[src/rtl/addsub_pkg.sv]
// Shared definitions for the bit-serial add/subtract sequencer.
package addsub_pkg;

   // Sequencer states
   typedef enum logic [1:0] {
      ST_IDLE = 2'd0,
      ST_RUN  = 2'd1,
      ST_DONE = 2'd2
   } state_t;

endpackage

[src/rtl/full_adder_bit.sv]
// One-bit full adder built from two half-adder cells and an OR of their carries.
module full_adder_bit (
   input  logic a_i,
   input  logic b_i,
   input  logic c_i,
   output logic sum_o,
   output logic carry_o
);

   logic ha0_sum_s;
   logic ha0_carry_s;
   logic ha1_carry_s;

   // First half adder combines the two operand bits
   assign ha0_sum_s   = a_i ^ b_i;
   assign ha0_carry_s = a_i & b_i;

   // Second half adder folds in the incoming carry
   assign sum_o       = ha0_sum_s ^ c_i;
   assign ha1_carry_s = ha0_sum_s & c_i;

   // Either half adder may generate the outgoing carry
   assign carry_o     = ha0_carry_s | ha1_carry_s;

endmodule

[src/rtl/serial_addsub_ctrl.sv]
// Bit-serial add/subtract sequencer: one full-adder slice walks the operands
// LSB first, one bit per clock, and publishes the result with a done pulse.
module serial_addsub_ctrl
   import addsub_pkg::*;
#(
   parameter int WIDTH = 4
) (
   input  logic             clk_i,
   input  logic             rst_i,
   input  logic             start_i,
   input  logic             sub_i,
   input  logic [WIDTH-1:0] a_i,
   input  logic [WIDTH-1:0] b_i,
   output logic             busy_o,
   output logic             done_o,
   output logic [WIDTH-1:0] result_o,
   output logic             carry_o,
   output logic             overflow_o
);

   localparam int CNT_W = $clog2(WIDTH);

   state_t             state_r;
   state_t             next_state_s;
   logic               load_s;
   logic               last_s;
   logic [WIDTH-1:0]   a_sh_r;
   logic [WIDTH-1:0]   b_sh_r;
   logic [WIDTH-1:0]   r_sh_r;
   logic [CNT_W-1:0]   cnt_r;
   logic               carry_r;
   logic               sum_s;
   logic               fa_carry_s;
   logic               busy_r;
   logic               done_r;
   logic [WIDTH-1:0]   result_r;
   logic               carry_out_r;
   logic               overflow_r;

   // The single shared adder slice
   full_adder_bit u_fa (
      .a_i     (a_sh_r[0]),
      .b_i     (b_sh_r[0]),
      .c_i     (carry_r),
      .sum_o   (sum_s),
      .carry_o (fa_carry_s)
   );

   assign last_s = (cnt_r == CNT_W'(WIDTH - 1));

   // Next-state decode and operand-load request
   always_comb begin
      next_state_s = state_r;
      load_s       = 1'b0;
      case (state_r)
         ST_IDLE: begin
            if (start_i) begin
               next_state_s = ST_RUN;
               load_s       = 1'b1;
            end else begin
               next_state_s = ST_IDLE;
            end
         end
         ST_RUN: begin
            if (last_s) begin
               next_state_s = ST_DONE;
            end else begin
               next_state_s = ST_RUN;
            end
         end
         ST_DONE: begin
            if (start_i) begin
               next_state_s = ST_RUN;
               load_s       = 1'b1;
            end else begin
               next_state_s = ST_IDLE;
            end
         end
         default: begin
            next_state_s = ST_IDLE;
         end
      endcase
   end

   // State, datapath shifting and result publication
   always_ff @(posedge clk_i) begin
      if (rst_i) begin
         state_r     <= ST_IDLE;
         a_sh_r      <= '0;
         b_sh_r      <= '0;
         r_sh_r      <= '0;
         cnt_r       <= '0;
         carry_r     <= 1'b0;
         busy_r      <= 1'b0;
         done_r      <= 1'b0;
         result_r    <= '0;
         carry_out_r <= 1'b0;
         overflow_r  <= 1'b0;
      end else begin
         state_r <= next_state_s;
         busy_r  <= (next_state_s == ST_RUN);
         done_r  <= (next_state_s == ST_DONE);
         if (load_s) begin
            // Subtraction is A + ~B + 1: invert B and seed the carry with 1
            a_sh_r  <= a_i;
            b_sh_r  <= sub_i ? ~b_i : b_i;
            carry_r <= sub_i;
            cnt_r   <= '0;
         end else if (state_r == ST_RUN) begin
            a_sh_r  <= {1'b0, a_sh_r[WIDTH-1:1]};
            b_sh_r  <= {1'b0, b_sh_r[WIDTH-1:1]};
            r_sh_r  <= {sum_s, r_sh_r[WIDTH-1:1]};
            carry_r <= fa_carry_s;
            cnt_r   <= cnt_r + CNT_W'(1);
            if (last_s) begin
               // carry_r here is the carry into the MSB
               result_r    <= {sum_s, r_sh_r[WIDTH-1:1]};
               carry_out_r <= fa_carry_s;
               overflow_r  <= carry_r ^ fa_carry_s;
            end else begin
               result_r    <= result_r;
            end
         end else begin
            a_sh_r <= a_sh_r;
         end
      end
   end

   assign busy_o     = busy_r;
   assign done_o     = done_r;
   assign result_o   = result_r;
   assign carry_o    = carry_out_r;
   assign overflow_o = overflow_r;

endmodule
[config.mk]
export PLATFORM = sky130hd
export DESIGN_NAME = serial_addsub_ctrl
export DESIGN_NICKNAME = d
export VERILOG_FILES = /design/src/rtl/addsub_pkg.sv /design/src/rtl/full_adder_bit.sv /design/src/rtl/serial_addsub_ctrl.sv
export SDC_FILE = /design/constraint.sdc
export NUM_CORES = 1
export LEC_CHECK = 0
export CAP_MARGIN = 20
export CORE_MARGIN = 10
export CORE_UTILIZATION = 40
export CTS_CLUSTER_DIAMETER = 150
export DETAILED_ROUTE_END_ITERATION = 7
export PLACE_DENSITY_LB_ADDON = 0.05
export REMOVE_ABC_BUFFERS = 1
export SLEW_MARGIN = 10
export SYNTH_ARGS = -nofsm -noshare
export SYNTH_HDL_FRONTEND = slang
export SYNTH_HIERARCHICAL = 1
export SYNTH_SLANG_ARGS = --single-unit
[constraint.sdc]
create_clock -name clk_i -period 1.29 [get_ports clk_i]
set_clock_uncertainty 0.15 [all_clocks]
set_input_delay 0.258 -clock clk_i [delete_from_list [all_inputs] [get_ports clk_i]]
set_output_delay 0.258 -clock clk_i [all_outputs]
set_load 0.02 [all_outputs]
==> results.md <==
Setup path:
- The startpoint identified for the worst register-to-register timing path is carry_r.
- The required time at the worst-slack endpoint is 1400 ps.
- For flop-to-flop paths, the worst setup slack is -30 ps.
- The largest fanout on the critical path is 2.
- The critical path is of the flop to flop type.
- The number of cells on the worst reg-to-reg path is 3.
- The kind of start point of the critical path is a flop.
- The critical path capture point type is a flop.
- In this run the critical register-to-register path is captured at result_o[3].
- The signal arrival time at the worst endpoint is 1430 ps.

Cells and area:
- 0 antenna diodes ended up in the layout.
- Registers take 487 µm².
- The net count of the finished layout is 149.
- In the final layout, the share of cells above drive strength 1 is 25.4%.
- The utilization after layout is 58.3%.
- The multi-input combinational cell area is 468 µm².
- The synthesis-to-finish area growth is 35.3%.
- The count of fill cells added during filler insertion is 233.
- The summed area of non-filler cells in the final layout is 0.00131 mm².

Power and ir drop:
- Sequential cells burn 55.4% of the power.
- Summed over all cells, the static leakage comes to 0.526 nW.
- VDD sags by at most 689 µV.
- Cell internal power was estimated by the tool at 1.09 mW.
- The power share of the combinational group is 17.8%.
- The total power draw is 1.45 mW.
- The fraction of power consumed by the clock network is 26.8%.
- Summed over all nets, the switching power comes to 362 µW.
- The switching share of total power is 24.9%.
- The total power per unit cell area is 1110 mW/mm².

Clock network:
- Clock-pin slew was measured on the worst setup and hold paths at 130 ps.
- The clock reaches the later pin of the worst-skew pair after 310 ps.
- The tree built by TritonCTS fans out to 24 sinks.
- The clock root buffer master is sky130_fd_sc_hd__clkbuf_4.
- TritonCTS built the clock tree.
- CTS built an H-tree with a depth of 1.
- The clock passes through at most 2 buffers.
- The CTS buffer count is 3.

STA:
- The number of hold violations in the final report is 0.
- The transition time at the pin with the least slew margin is 331 ps.
- Based on the critical path, the design can be clocked at up to 756 MHz.
- The worst hold margin is 240 ps.
- The final number of setup-violating endpoints is 3.
- The worst setup margin is -33.0 ps.
- The clock period minus worst slack is 1320 ps.
- In the finished design, the share of the clock period the worst path needs comes to 103%.
- In this run the tightest slew margin relative to its limit is 77.8%.
- Setup repair after global routing could not meet its margin everywhere.
- The number of pins exceeding their max-slew limit in the final report came to 0.

Routing:
- The routed via count is 844.
- In the final routed layout, each cell accounts on average for 13.4 µm.
- The routed design has 2170 µm of wire.
- In the routed design, unresolved DRC markers number 0.
- The post-detailed-route count of antenna-violating nets is 0.
- The number of DRC markers after the initial detailed-route iteration is 28.
- The first detailed-routing pass took 4 iterations.
- The mean number of vias per cell is 5.21.

Hold path:
- The hold path depth is 3.
- The kind of path behind the tightest hold check is primary input to flop.
- The worst hold path begins at start_i.
- The endpoint with the worst hold slack is a_sh_r[2].

Floorplan:
- The x dimension of the die is 69.3 µm.
- The die height is 69.3 µm.
- The die covers 0.00480 mm².
- Once the floorplan was initialized, standard cells occupied 43.1% of the core.
- The number of standard-cell rows in the floorplan is 17.
- The number of top-level design ports is 20.
- The area of the core region is 0.00225 mm².

Synthesis:
- The portion of the post-synthesis area used by sequential elements is 49.5%.
- The gate count after technology mapping is 109.
- The synthesized design contains 24 register bits.
- The Yosys step of the flow raised 6 warnings.
- The number of different library cells used by synthesis comes to 23.
- The synthesized cell area is 971 µm².
- Each instance of the synthesized netlist takes up on average 8.91 µm².

Placed design:
- The post-placement cell area is 0.00123 mm².
- The count of port buffers added during placement is 19.
- The worst setup timing slack at the placement stage is -287 ps.
- The final estimated routing congestion in global placement is 0.710.
- The HPWL after detailed placement is 1470 µm.

Run status:
- The final reports fail on setup timing.
- The flow ran to the end, but the final reports show violations.

Global route:
- The number of antenna violations at the first check in global routing was 0.
- The first global-routing pass estimated 3530 µm of wire.
- The remaining global-route overflow is 0.
- The number of global-route vias before repair came to 798.
- The total routing usage reported by global routing is 8.33%.
- Entering global routing, the biggest net connects 25 pins.

Run:
- The number of maximum-capacitance violations is 0.
synthesized netlist by cell type, drive strengths merged:
cell type  number  area (µm²)
a21oi          14        70.1
a22oi           3        22.5
a311oi          1        8.76
and2b           1        7.51
buf             7        52.5
clkbuf          2        7.51
dfxtp          24         480
fa              1        20.0
ha              1        12.5
mux2i           1        10.0
nand2          16        60.1
nand2b          2        12.5
nand3          11        55.1
nand3b          1        7.51
nor2            5        18.8
nor2b           1        6.26
nor3            8        40.0
o21a            1        7.51
o22ai           3        18.8
xnor2           1        8.76
xor2            5        43.8
repair_timing:
item,in CTS,in global routing
gates resized for setup,39,13
setup endpoints to repair,14,17
pin swaps,4,11
endpoints found under the hold margin,0,0
buffers inserted,1,2
hold buffers,0,0
stage by stage:
step,cells,setup TNS [ps]
2_1_floorplan,100,-46.6
3_3_place_gp,155,-2760
3_5_place_dp,155,-3130
4_1_cts,160,-62.8
5_1_grt,162,-250
6_report,162,-58.8
state kept, by name, indices dropped and copies added, names as in the netlist:
signal / count
carry_r: 1
b_sh_r: 4
r_sh_r: 3
carry_o: 1
result_o: 4
cnt_r: 2
overflow_o: 1
busy_o: 1
state_r: 2
done_o: 1
a_sh_r: 4
routing by layer:
metal / routed length [µm] / GRT usage, % / share of wire, % / up-vias
met2: 1070 / 13.6 / 49 / 18
met5: 0 / 0 / 0 / -
met4: 9 / 2.44 / 0.41 / 0
met3: 90 / 3.28 / 4.1 / 2
li1: - / - / - / 426
met1: 1000 / 9.71 / 46 / 398
power groups by stage:
stage	clock, mW	sequential [mW]	combinational (mW)
final	0.389	0.805	0.258
after global routing	0.438	0.811	0.280
after CTS	0.398	0.802	0.246
after detailed placement	0	0.817	0.235
after global placement	0	0.815	0.233
after floorplan	0	0.816	0.107
area by class of cell:
class / instances / share of cell area, %
flip-flops and latches: 24 / 37.0
clock buffers: 4 / 2.76
multi-input cells: 76 / 35.6
repair buffers: 30 / 21.9
well taps: 28 / 2.67
worst max-delay path: stages, from the launching register on:
cell and delay (ps):
sky130_fd_sc_hd__dfxtp_2 350, sky130_fd_sc_hd__fa_2 570, sky130_fd_sc_hd__nand3_2 60, sky130_fd_sc_hd__a21oi_2 130
logic make-up (layout without fill, tap and decap cells):
| family | after synthesis | count (layout) | share of synthesized area (%) |
|---|---|---|---|
| adder cells (fa/ha/maj) | 2 | 2 | 3.35 |
| AO/OA/AOI/OAI | 22 | 22 | 13.1 |
| buffers and inverters | 9 | 34 | 6.18 |
| XOR/XNOR | 6 | 6 | 5.41 |
| multiplexers | 1 | 1 | 1.03 |
| AND/OR/NAND/NOR | 45 | 45 | 21.4 |
| flip-flops | 24 | 24 | 49.5 |
layout by cell type, fill, tap and decap left out, types with 3 or more instances in the layout:
cell	n
sky130_fd_sc_hd__buf_4	13
sky130_fd_sc_hd__nor2_1	5
sky130_fd_sc_hd__clkbuf_4	3
sky130_fd_sc_hd__a21oi_1	13
sky130_fd_sc_hd__buf_12	3
sky130_fd_sc_hd__nor3_1	8
sky130_fd_sc_hd__dfxtp_1	19
sky130_fd_sc_hd__nand2_1	16
sky130_fd_sc_hd__xor2_1	5
sky130_fd_sc_hd__nand3_1	10
sky130_fd_sc_hd__clkdlybuf4s50_1	9
sky130_fd_sc_hd__dfxtp_2	5
sky130_fd_sc_hd__a22oi_1	3
sky130_fd_sc_hd__buf_2	3
how the worst max path moves through the flow:
stage	start	end	slack [ps]	cells past startpoint
2_1_floorplan	a_sh_r[0]	overflow_o	-50	4
6_report	carry_r	result_o[3]	-30	3
3_3_place_gp	start_i	carry_r	-240	4
3_5_place_dp	sub_i	b_sh_r[2]	-290	4
4_1_cts	carry_r	result_o[3]	-40	3
5_1_grt	carry_r	overflow_o	-70	4
Note: power is estimated with default switching activity, not from simulation.
